[src/rtl/wb_unit_pkg.sv]
// rtl/wb_unit_pkg.sv - shared types for the writeback unit
package wb_unit_pkg;

    typedef enum logic [1:0] {
        WB_ALU  = 2'd0,
        WB_LOAD = 2'd1,
        WB_PC4  = 2'd2,
        WB_CSR  = 2'd3
    } wb_sel_e;

    typedef enum logic [2:0] {
        LD_LB  = 3'b000,
        LD_LH  = 3'b001,
        LD_LW  = 3'b010,
        LD_LD  = 3'b011,
        LD_LBU = 3'b100,
        LD_LHU = 3'b101,
        LD_LWU = 3'b110,
        LD_RSV = 3'b111
    } ld_type_e;

    typedef enum logic {
        IDLE = 1'b0,
        WAIT = 1'b1
    } state_e;

    // MEM-stage fields held while a load waits; offset is sized for XLEN=64
    typedef struct packed {
        logic [4:0] rd;
        logic       rf_en;
        ld_type_e   ld_type;
        logic [2:0] offset;
    } wb_unit_in_t;

endpackage

[src/rtl/wb_unit_if.sv]
// rtl/wb_unit_if.sv - MEM-stage, data-memory response and register-file write bundle
interface wb_unit_if #(
    parameter int XLEN = 32
);
    logic            in_valid;
    logic            in_ready;
    logic [XLEN-1:0] opr_res;
    logic [XLEN-1:0] pc_plus4;
    logic [XLEN-1:0] csr_rdata;
    logic [4:0]      rd;
    logic            rf_en;
    logic [1:0]      wb_sel;
    logic [2:0]      ld_type;
    logic            dmem_rvalid;
    logic [XLEN-1:0] dmem_rdata;
    logic            rf_we;
    logic [4:0]      rf_waddr;
    logic [XLEN-1:0] rf_wdata;
    logic            load_err;
    logic            busy;

    modport master (
        output in_valid, opr_res, pc_plus4, csr_rdata, rd, rf_en, wb_sel, ld_type,
               dmem_rvalid, dmem_rdata,
        input  in_ready, rf_we, rf_waddr, rf_wdata, load_err, busy
    );

    modport slave (
        input  in_valid, opr_res, pc_plus4, csr_rdata, rd, rf_en, wb_sel, ld_type,
               dmem_rvalid, dmem_rdata,
        output in_ready, rf_we, rf_waddr, rf_wdata, load_err, busy
    );
endinterface

[src/rtl/wb_unit_load_align.sv]
// rtl/wb_unit_load_align.sv - lane select and sign/zero extension of load data
module load_align
    import wb_unit_pkg::*;
#(
    parameter int XLEN = 32
) (
    input  logic [XLEN-1:0] data,
    input  logic [2:0]      offset,
    input  ld_type_e        ld_type,
    output logic [XLEN-1:0] res
);
    logic [7:0]  b;
    logic [15:0] h;
    logic [31:0] w;

    // offset[0] is ignored for halves and offset[1:0] for words; misalignment traps upstream
    always_comb begin
        b = data[8 * int'(offset) +: 8];
        h = data[16 * int'(offset[2:1]) +: 16];
        w = data[32 * int'(offset[2]) +: 32];
        res = data;
        case (ld_type)
            LD_LB:  begin res = {XLEN{b[7]}};  res[7:0]  = b; end
            LD_LBU: begin res = '0;            res[7:0]  = b; end
            LD_LH:  begin res = {XLEN{h[15]}}; res[15:0] = h; end
            LD_LHU: begin res = '0;            res[15:0] = h; end
            LD_LW:  begin res = {XLEN{w[31]}}; res[31:0] = w; end
            LD_LWU: begin res = '0;            res[31:0] = w; end
            default: res = data;
        endcase
    end
endmodule

[src/rtl/wb_unit.sv]
// rtl/wb_unit.sv - writeback stage: source select, load wait with timeout, registered RF port
module wb_unit
    import wb_unit_pkg::*;
#(
    parameter int XLEN         = 32,
    parameter int LOAD_TIMEOUT = 16
) (
    input  logic     clk,
    input  logic     rst,
    wb_unit_if.slave bus
);
    localparam int OW = $clog2(XLEN / 8);
    localparam int CW = $clog2(LOAD_TIMEOUT + 1);

    state_e          state, state_nxt;
    logic [CW-1:0]   cnt;
    wb_unit_in_t     pend;
    logic            rf_we_q, load_err_q;
    logic [4:0]      rf_waddr_q;
    logic [XLEN-1:0] rf_wdata_q;

    logic            in_ready, busy, xfer, is_load, timeout;
    logic [2:0]      cur_off, al_off;
    ld_type_e        al_type;
    logic [XLEN-1:0] al_data, src;

    assign xfer    = bus.in_valid && in_ready;
    assign is_load = (wb_sel_e'(bus.wb_sel) == WB_LOAD);
    assign timeout = (cnt == CW'(LOAD_TIMEOUT - 1));
    assign cur_off = 3'(bus.opr_res[OW-1:0]);

    always_ff @(posedge clk) begin
        if (rst) state <= IDLE;
        else     state <= state_nxt;
    end

    always_comb begin
        state_nxt = state;
        case (state)
            IDLE:    if (xfer && is_load && !bus.dmem_rvalid) state_nxt = WAIT;
            WAIT:    if (bus.dmem_rvalid || timeout) state_nxt = IDLE;
            default: state_nxt = IDLE;
        endcase
    end

    always_comb begin
        in_ready = (state == IDLE);
        busy     = (state == WAIT);
    end

    // While waiting, align with the captured offset/type rather than the live MEM inputs
    assign al_off  = (state == WAIT) ? pend.offset  : cur_off;
    assign al_type = (state == WAIT) ? pend.ld_type : ld_type_e'(bus.ld_type);

    load_align #(.XLEN(XLEN)) u_align (
        .data    (bus.dmem_rdata),
        .offset  (al_off),
        .ld_type (al_type),
        .res     (al_data)
    );

    always_comb begin
        src = bus.opr_res;
        case (wb_sel_e'(bus.wb_sel))
            WB_ALU:  src = bus.opr_res;
            WB_LOAD: src = al_data;
            WB_PC4:  src = bus.pc_plus4;
            default: src = bus.csr_rdata;
        endcase
    end

    always_ff @(posedge clk) begin
        if (rst) begin
            rf_we_q    <= 1'b0;
            rf_waddr_q <= '0;
            rf_wdata_q <= '0;
            load_err_q <= 1'b0;
            cnt        <= '0;
            pend       <= '0;
        end else begin
            rf_we_q    <= 1'b0;
            load_err_q <= 1'b0;
            if (xfer) begin
                if (!is_load || bus.dmem_rvalid) begin
                    rf_we_q    <= bus.rf_en && (bus.rd != 5'd0);
                    rf_waddr_q <= bus.rd;
                    rf_wdata_q <= src;
                end else begin
                    pend <= '{rd: bus.rd, rf_en: bus.rf_en,
                              ld_type: ld_type_e'(bus.ld_type), offset: cur_off};
                    cnt  <= '0;
                end
            end else if (state == WAIT) begin
                cnt <= cnt + 1'b1;
                if (bus.dmem_rvalid) begin
                    rf_we_q    <= pend.rf_en && (pend.rd != 5'd0);
                    rf_waddr_q <= pend.rd;
                    rf_wdata_q <= al_data;
                end else if (timeout) begin
                    load_err_q <= 1'b1;
                end
            end
        end
    end

    assign bus.in_ready = in_ready;
    assign bus.busy     = busy;
    assign bus.rf_we    = rf_we_q;
    assign bus.rf_waddr = rf_waddr_q;
    assign bus.rf_wdata = rf_wdata_q;
    assign bus.load_err = load_err_q;
endmodule

[src/flat_wrapper.sv]
// flat-port wrapper written by rule: the top's interface ports become plain ports
module wb_unit_flat import wb_unit_pkg::*;
#(
    parameter int XLEN         = 32,
    parameter int LOAD_TIMEOUT = 16
)
  (clk, rst, bus_in_valid, bus_opr_res, bus_pc_plus4, bus_csr_rdata, bus_rd, bus_rf_en, bus_wb_sel, bus_ld_type, bus_dmem_rvalid, bus_dmem_rdata, bus_in_ready, bus_rf_we, bus_rf_waddr, bus_rf_wdata, bus_load_err, bus_busy);
  wb_unit_if #(.XLEN(XLEN)) bus_i ();
  input  logic clk;
  input  logic rst;
  input wire logic [$bits(bus_i.in_valid)-1:0] bus_in_valid;
  input wire logic [$bits(bus_i.opr_res)-1:0] bus_opr_res;
  input wire logic [$bits(bus_i.pc_plus4)-1:0] bus_pc_plus4;
  input wire logic [$bits(bus_i.csr_rdata)-1:0] bus_csr_rdata;
  input wire logic [$bits(bus_i.rd)-1:0] bus_rd;
  input wire logic [$bits(bus_i.rf_en)-1:0] bus_rf_en;
  input wire logic [$bits(bus_i.wb_sel)-1:0] bus_wb_sel;
  input wire logic [$bits(bus_i.ld_type)-1:0] bus_ld_type;
  input wire logic [$bits(bus_i.dmem_rvalid)-1:0] bus_dmem_rvalid;
  input wire logic [$bits(bus_i.dmem_rdata)-1:0] bus_dmem_rdata;
  output wire logic [$bits(bus_i.in_ready)-1:0] bus_in_ready;
  output wire logic [$bits(bus_i.rf_we)-1:0] bus_rf_we;
  output wire logic [$bits(bus_i.rf_waddr)-1:0] bus_rf_waddr;
  output wire logic [$bits(bus_i.rf_wdata)-1:0] bus_rf_wdata;
  output wire logic [$bits(bus_i.load_err)-1:0] bus_load_err;
  output wire logic [$bits(bus_i.busy)-1:0] bus_busy;
  assign bus_i.in_valid = bus_in_valid;
  assign bus_i.opr_res = bus_opr_res;
  assign bus_i.pc_plus4 = bus_pc_plus4;
  assign bus_i.csr_rdata = bus_csr_rdata;
  assign bus_i.rd = bus_rd;
  assign bus_i.rf_en = bus_rf_en;
  assign bus_i.wb_sel = bus_wb_sel;
  assign bus_i.ld_type = bus_ld_type;
  assign bus_i.dmem_rvalid = bus_dmem_rvalid;
  assign bus_i.dmem_rdata = bus_dmem_rdata;
  assign bus_in_ready = bus_i.in_ready;
  assign bus_rf_we = bus_i.rf_we;
  assign bus_rf_waddr = bus_i.rf_waddr;
  assign bus_rf_wdata = bus_i.rf_wdata;
  assign bus_load_err = bus_i.load_err;
  assign bus_busy = bus_i.busy;
  wb_unit #(.XLEN(XLEN), .LOAD_TIMEOUT(LOAD_TIMEOUT)) u_core (.clk(clk), .rst(rst), .bus(bus_i));
endmodule
[config.mk]
export PLATFORM = sky130hd
export DESIGN_NAME = wb_unit_flat
export DESIGN_NICKNAME = d
export VERILOG_FILES = /design/src/rtl/wb_unit_pkg.sv /design/src/rtl/wb_unit_if.sv /design/src/rtl/wb_unit_load_align.sv /design/src/rtl/wb_unit.sv /design/src/flat_wrapper.sv
export SDC_FILE = /design/constraint.sdc
export NUM_CORES = 1
export LEC_CHECK = 0
export ABC_CLOCK_PERIOD_IN_PS = 1900
export CAP_MARGIN = 20
export CORE_ASPECT_RATIO = 1.4
export CORE_UTILIZATION = 30
export CTS_CLUSTER_SIZE = 40
export DETAILED_ROUTE_END_ITERATION = 10
export HOLD_SLACK_MARGIN = 0.06
export PLACE_DENSITY_LB_ADDON = 0.25
export SYNTH_ARGS = -nofsm -noshare
export SYNTH_HDL_FRONTEND = slang
export SYNTH_SLANG_ARGS = --single-unit
[constraint.sdc]
create_clock -name clk -period 1.9 [get_ports clk]
set_input_delay 0.19 -clock clk [delete_from_list [all_inputs] [get_ports clk]]
set_output_delay 0.19 -clock clk [all_outputs]
set_load 0.01 [all_outputs]
=== Yosys cells after proc, flatten, opt, wreduce, memory -nomap -nowiden ===
Index checks and enable logic that the tools add are counted.

* Register bits: 56
* Bits of input ports: 143
* Output and inout port bits: 41

* Add/sub/neg operators: 1
* Equal/unequal tests: 10
* Shift operators: 3
* Muxes and demuxes: 23
* Bitwise gates (word level): 2
* Reductions and logical operators: 20

{| class="wikitable"
|+ Operators with widths
! kind !! number
|-
| 32-bit one-hot mux with 5 select lines || 1
|-
| 32-bit 2-to-1 mux || 4
|-
| 32-bit one-hot mux with 3 select lines || 1
|-
| 5-bit 2-to-1 mux || 7
|-
| 32-bit by 7-bit variable part select with 16-bit output || 1
|-
| 32-bit by 7-bit variable part select with 32-bit output (second input constant) || 1
|-
| 32-bit by 7-bit variable part select with 8-bit output || 1
|-
| 5-bit nonzero test || 2
|-
| 3-bit equality test (second input constant) || 3
|-
| 1-bit 2-to-1 mux || 7
|-
| 5-bit by 1-bit adder with 5-bit output (second input constant) || 1
|-
| 5-bit by 4-bit equality test with 1-bit output (second input constant) || 1
|-
| 1-bit logical AND || 5
|-
| 2-bit inequality test (second input constant) || 2
|-
| 2-bit AND reduction || 2
|-
| 2-bit nonzero test || 2
|-
| 4-bit OR reduction || 1
|-
| 3-bit by 1-bit equality test with 1-bit output (second input constant) || 1
|-
| 3-bit by 2-bit equality test with 1-bit output (second input constant) || 1
|-
| 3-bit logical NOT || 1
|-
| 3-bit 2-to-1 mux || 1
|-
| 3-bit AND reduction || 1
|-
| 2-bit by 1-bit equality test with 1-bit output (second input constant) || 1
|-
| 2-bit equality test (second input constant) || 1
|-
| other kinds (7) || 10
|}

=== Logic depth before layout (Yosys ltp) ===
* Depth after elaboration: 7
* Mapped depth: 8
* Mapped depth without buffers: 6

=== Hierarchy ===
A second synthesis with hierarchy kept.

* Cells, all modules: 455
* Area total of the unflattened synthesis: 3832.4 um^2

{| class="wikitable"
|+ By module, submodules not included
! module !! times used !! cells each !! area each (um^2) !! seq. area each (um^2)
|-
| wb_unit || 1 || 376 || 3193.1 || 1121.1
|-
| load_align || 1 || 79 || 639.4 || 0.0
|}

=== Least setup slack after synthesis ===
No wires, ideal clock.

* Kind: register -> register
* Start point: register u_core.state, in the netlist u_core.bus.busy
* End point: register u_core.rf_wdata_q[8], in the netlist u_core.bus.rf_wdata[8]
* Arrival time: 1.756 ns
* Required time: 1.761 ns
* Path slack: 0.004 ns
* Cell stages (with the launch flop): 7
* Buffers on the path: 1
* Path through: dfxtp_1 -> buf_6 -> mux2i_1 -> mux4_2 -> o21a_1 -> a2111oi_0 -> o32ai_1

* Longest elaborated chain between the ends: 7
* Elaborated cells between the ends (all ways): 23

{| class="wikitable"
|+ Ends and longest elaborated chain
! what !! RTL line !! RTL
|-
| start: declaration || wb_unit.sv:15 || <nowiki>state_e state, state_nxt;</nowiki>
|-
| start signal: assignment || wb_unit.sv:34 || <nowiki>else state <= state_nxt;</nowiki>
|-
| parallel branches: the longest is 7 deep, another holds 32-bit by 7-bit variable part select with 16-bit output || - ||
|-
| end signal: assignment || wb_unit.sv:87 || <nowiki>rf_wdata_q <= src;</nowiki>
|-
| end signal: assignment || wb_unit.sv:98 || <nowiki>rf_wdata_q <= al_data;</nowiki>
|-
| end: declaration || wb_unit.sv:20 || <nowiki>logic [XLEN-1:0] rf_wdata_q;</nowiki>
|}

Several ways; the timed one is not identified. The select of a mux whose other input is x is not followed.
A chain may end at the register's enable or synchronous reset.

=== Worst setup path in the final report ===
* Start point: register u_core.state, in the netlist u_core.bus.busy
* End point: register u_core.rf_wdata_q[30], in the netlist u_core.bus.rf_wdata[30]

The elaborated chain is that of the path after synthesis.

==> flow_metrics.env <==
export IMPL_status="finished, violations left"
export IMPL_violations="setup timing"
export IMPL_max_freq_mhz=522
export IMPL_synth_ff_type="dfxtp_1"
export IMPL_syn_nets=607
export IMPL_hpwlAfterDp_mm=12.4
export IMPL_finalWirelength_mm=15.6
export IMPL_cts_max_level=2
export IMPL_skew_ns=0.00940
export IMPL_hold_path_class="flip-flop to flip-flop"
export IMPL_io_buffers=183
export IMPL_numCtsBuffers=5
export IMPL_clockBufferDepth=2
export IMPL_initial_utilization=0.312
export IMPL_syn_area_um2=3740
export IMPL_setup_ws_ns=-0.0162
export IMPL_path_cells="buf_12 > mux2i_4 > mux2i_2 > buf_4 > o22ai_2 > a21oi_4 > buf_12 > a31oi_1"
export IMPL_rsz0062_at_grt="true"
export IMPL_layout_common_cells="clkdlybuf4s50_1 (182), a21oi_1 (57), dfxtp_1 (55), nor2_1 (49)"
export IMPL_clock_latency_ns=0.30
export IMPL_gp_congestion=0.869
export IMPL_yosysUniqueCellTypes=51
export IMPL_m1WireLength_mm=5.75
export IMPL_finalMaxSlewViolations=0
export IMPL_drc=0
export IMPL_grt_pass1_wl_mm=24.0
export IMPL_fin_setup_tns_ns=-0.0489
export IMPL_area_delta_synth_final_pct=73.1
export IMPL_syn_area_per_cell_um2=8.09
export IMPL_routed_top_layer="met4"
export IMPL_synth_enable_flop_cells=0
export IMPL_clkSinkCount=56
export IMPL_leakagePower_nw=2.41
export IMPL_power_mw=3.77
export IMPL_ant_nets=0
export IMPL_cts_tree="yes"
export IMPL_pwr_density_cell_nw_per_um2=582
export IMPL_fillerInstances=1119
export IMPL_ios=184
export IMPL_period_share=1.01
export IMPL_grt_total_usage=0.245
export IMPL_core_area_um2=12000
export IMPL_layout_commonest_cell="clkdlybuf4s50_1"
export IMPL_holdBufCountCts=0
export IMPL_slew_headroom=0.627
export IMPL_ys_warn_count=0
export IMPL_crit_slowest_cell="dfxtp_4"
export IMPL_max_stage_delay_ns=0.38
export IMPL_routed_wl_met3_um=960
export IMPL_fin_crit_ns=1.92
export IMPL_wl_met2_mm=8.19
export IMPL_design_area_um2=6470
export IMPL_antenna_cells=0
export IMPL_instances_no_fill=819
export IMPL_overflow=0
export IMPL_setup_viol=4
export IMPL_cts_root_buf="clkbuf_16"
export IMPL_fp_dieW_um=96.3
export IMPL_die_h_um=134
export IMPL_grt_pass1_vias=4652
export IMPL_maxCapViolCount=0
export IMPL_wl_per_cell_um=19.0
export IMPL_worstSetupStartpointType="flip-flop"
export IMPL_ys_ff_latch=56
export IMPL_cp_end_kind="flip-flop"
export IMPL_crit_top_cell="buf_12"
export IMPL_cp_required_ns=2.08
export IMPL_vias_per_cell=5.61
export IMPL_crit_type="flip-flop to flip-flop"
export IMPL_dp_cells=810
export IMPL_antenna_found_initial=0
export IMPL_fin_nets=817
export IMPL_ys_seq_area_frac=0.300
export IMPL_syn_inst=462
export IMPL_drt_pass1_iter_count=5
export IMPL_peakVddDrop_mv=0.433
export IMPL_vias=4592
export IMPL_clk_pin_slew_ns=0.07
export IMPL_drive_gt1_frac=0.204
export IMPL_drt_iter0_markers=198
export IMPL_core_rowCount=47
export IMPL_cp_max_fo=16
export IMPL_dpl_cell_area_um2=6100
export IMPL_grt_max_degree=27
export IMPL_hold_violations=0
export IMPL_crit_arrival_ns=2.09
export IMPL_async_reset_ff_frac=0
export IMPL_tightestPinTransition_ns=0.560
export IMPL_dieArea_um2=12900
-- per-stage QoR --
stage	worst slack, ns	utilization	hold WS (ns)
floorplan	0.00429	-	0.269
global placement	-0.365	0.509	0.442
detailed placement	-0.442	0.509	0.469
CTS	-0.00480	0.531	0.478
global route	-0.104	0.539	0.502
finish	-0.0162	0.539	0.478
-- power breakdown --
group	leakage [nW]	switching [mW]	internal [mW]	total [mW]
clock	0.0899	0.441	0.749	1.19
sequential	0.460	0.0473	1.25	1.30
combinational	1.86	0.555	0.725	1.28
total	2.41	1.04	2.72	3.77
-- routing by layer --
layer / track usage / up-vias
met5: 0 / -
met4: 0.111 / 0
met3: 0.0465 / 39
met2: 0.445 / 206
met1: 0.266 / 2190
li1: - / 2157
-- sequential cells by signal, summed over array words and instances (netlist names) --
name,cells
u_core.bus.rf_wdata,32
u_core.bus.load_err,1
u_core.bus.rf_we,1
u_core.bus.rf_waddr,5
u_core.bus.busy,1
u_core.pend,11
u_core.cnt,5
-- critical path, delay by kind of cell, from the launching register on --
kind | cells | cell delay (ns)
muxes | 2 | 0.61
buffers and inverters | 3 | 0.45
DFF | 1 | 0.38
AOI/OAI and AO/OA | 3 | 0.36
-- worst paths after layout --
path	from	to	slack [ns]	cells past startpoint
worst max-delay path	u_core.bus.busy	u_core.bus.rf_wdata[30]	-0.02	8
worst min-delay path	u_core.pend[5]	u_core.pend[5]	0.48	2
worst max register to register	u_core.bus.busy	u_core.bus.rf_wdata[30]	-0.02	8
worst min register to register	u_core.pend[5]	u_core.pend[5]	0.48	2
-- cell usage after synthesis, types with 2 or more instances --
cell type / count / area, um^2
o2111ai_1: 2 / 17.5
o21ai_0: 24 / 120
a221oi_1: 6 / 52.6
inv_1: 6 / 22.5
o22ai_1: 3 / 18.8
and3_1: 2 / 12.5
clkbuf_1: 22 / 82.6
nand2_1: 45 / 169
or3_1: 2 / 12.5
o221a_2: 6 / 67.6
a2111oi_0: 2 / 17.5
a21oi_2: 10 / 87.6
buf_2: 11 / 55.1
mux2_2: 25 / 282
a31oi_1: 5 / 31.3
a21oi_1: 60 / 300
xor2_1: 2 / 17.5
dfxtp_1: 56 / 1120
nor2b_1: 2 / 12.5
buf_6: 3 / 33.8
mux2i_1: 27 / 270
nand3_1: 2 / 10.0
a22oi_1: 19 / 143
o21a_1: 3 / 22.5
a311oi_1: 5 / 43.8
and2_1: 5 / 31.3
nand2b_1: 3 / 18.8
ha_1: 2 / 25.0
buf_4: 2 / 15.0
nor2_1: 52 / 195
o32ai_1: 2 / 17.5
nor3_1: 6 / 30.0
o221ai_1: 22 / 193
-- kinds of logic (layout without fill, tap and decap cells) --
family	Yosys count	after routing	synth area share
muxes	54	54	0.160
and+or+nand+nor	125	125	0.143
AOI/OAI and AO/OA	178	178	0.329
DFF	56	56	0.300
xor gates and xnor gates	2	2	0.00469
adders and majority gates	2	2	0.00669
buffers and inverters	45	255	0.0569
-- timing repair --
action,4_1_cts,5_1_grt
hold endpoints to repair,0,0
setup endpoints to repair,30,30
buffers inserted,2,0
pin swaps,3,3
resized for setup,16,29
cloned,0,0
-- cell type report --
type                    instances  area [um^2]  area share
multi-input cells             361         2550       0.394
repair buffers                242         2400       0.371
flip-flops and latches         56         1120       0.174
well taps                     147          184      0.0284
clock buffers                   5          125      0.0193
clock inverters                 2         60.1     0.00928
inverters                       6         22.5     0.00348
Note: power is estimated with default switching activity, not from simulation.
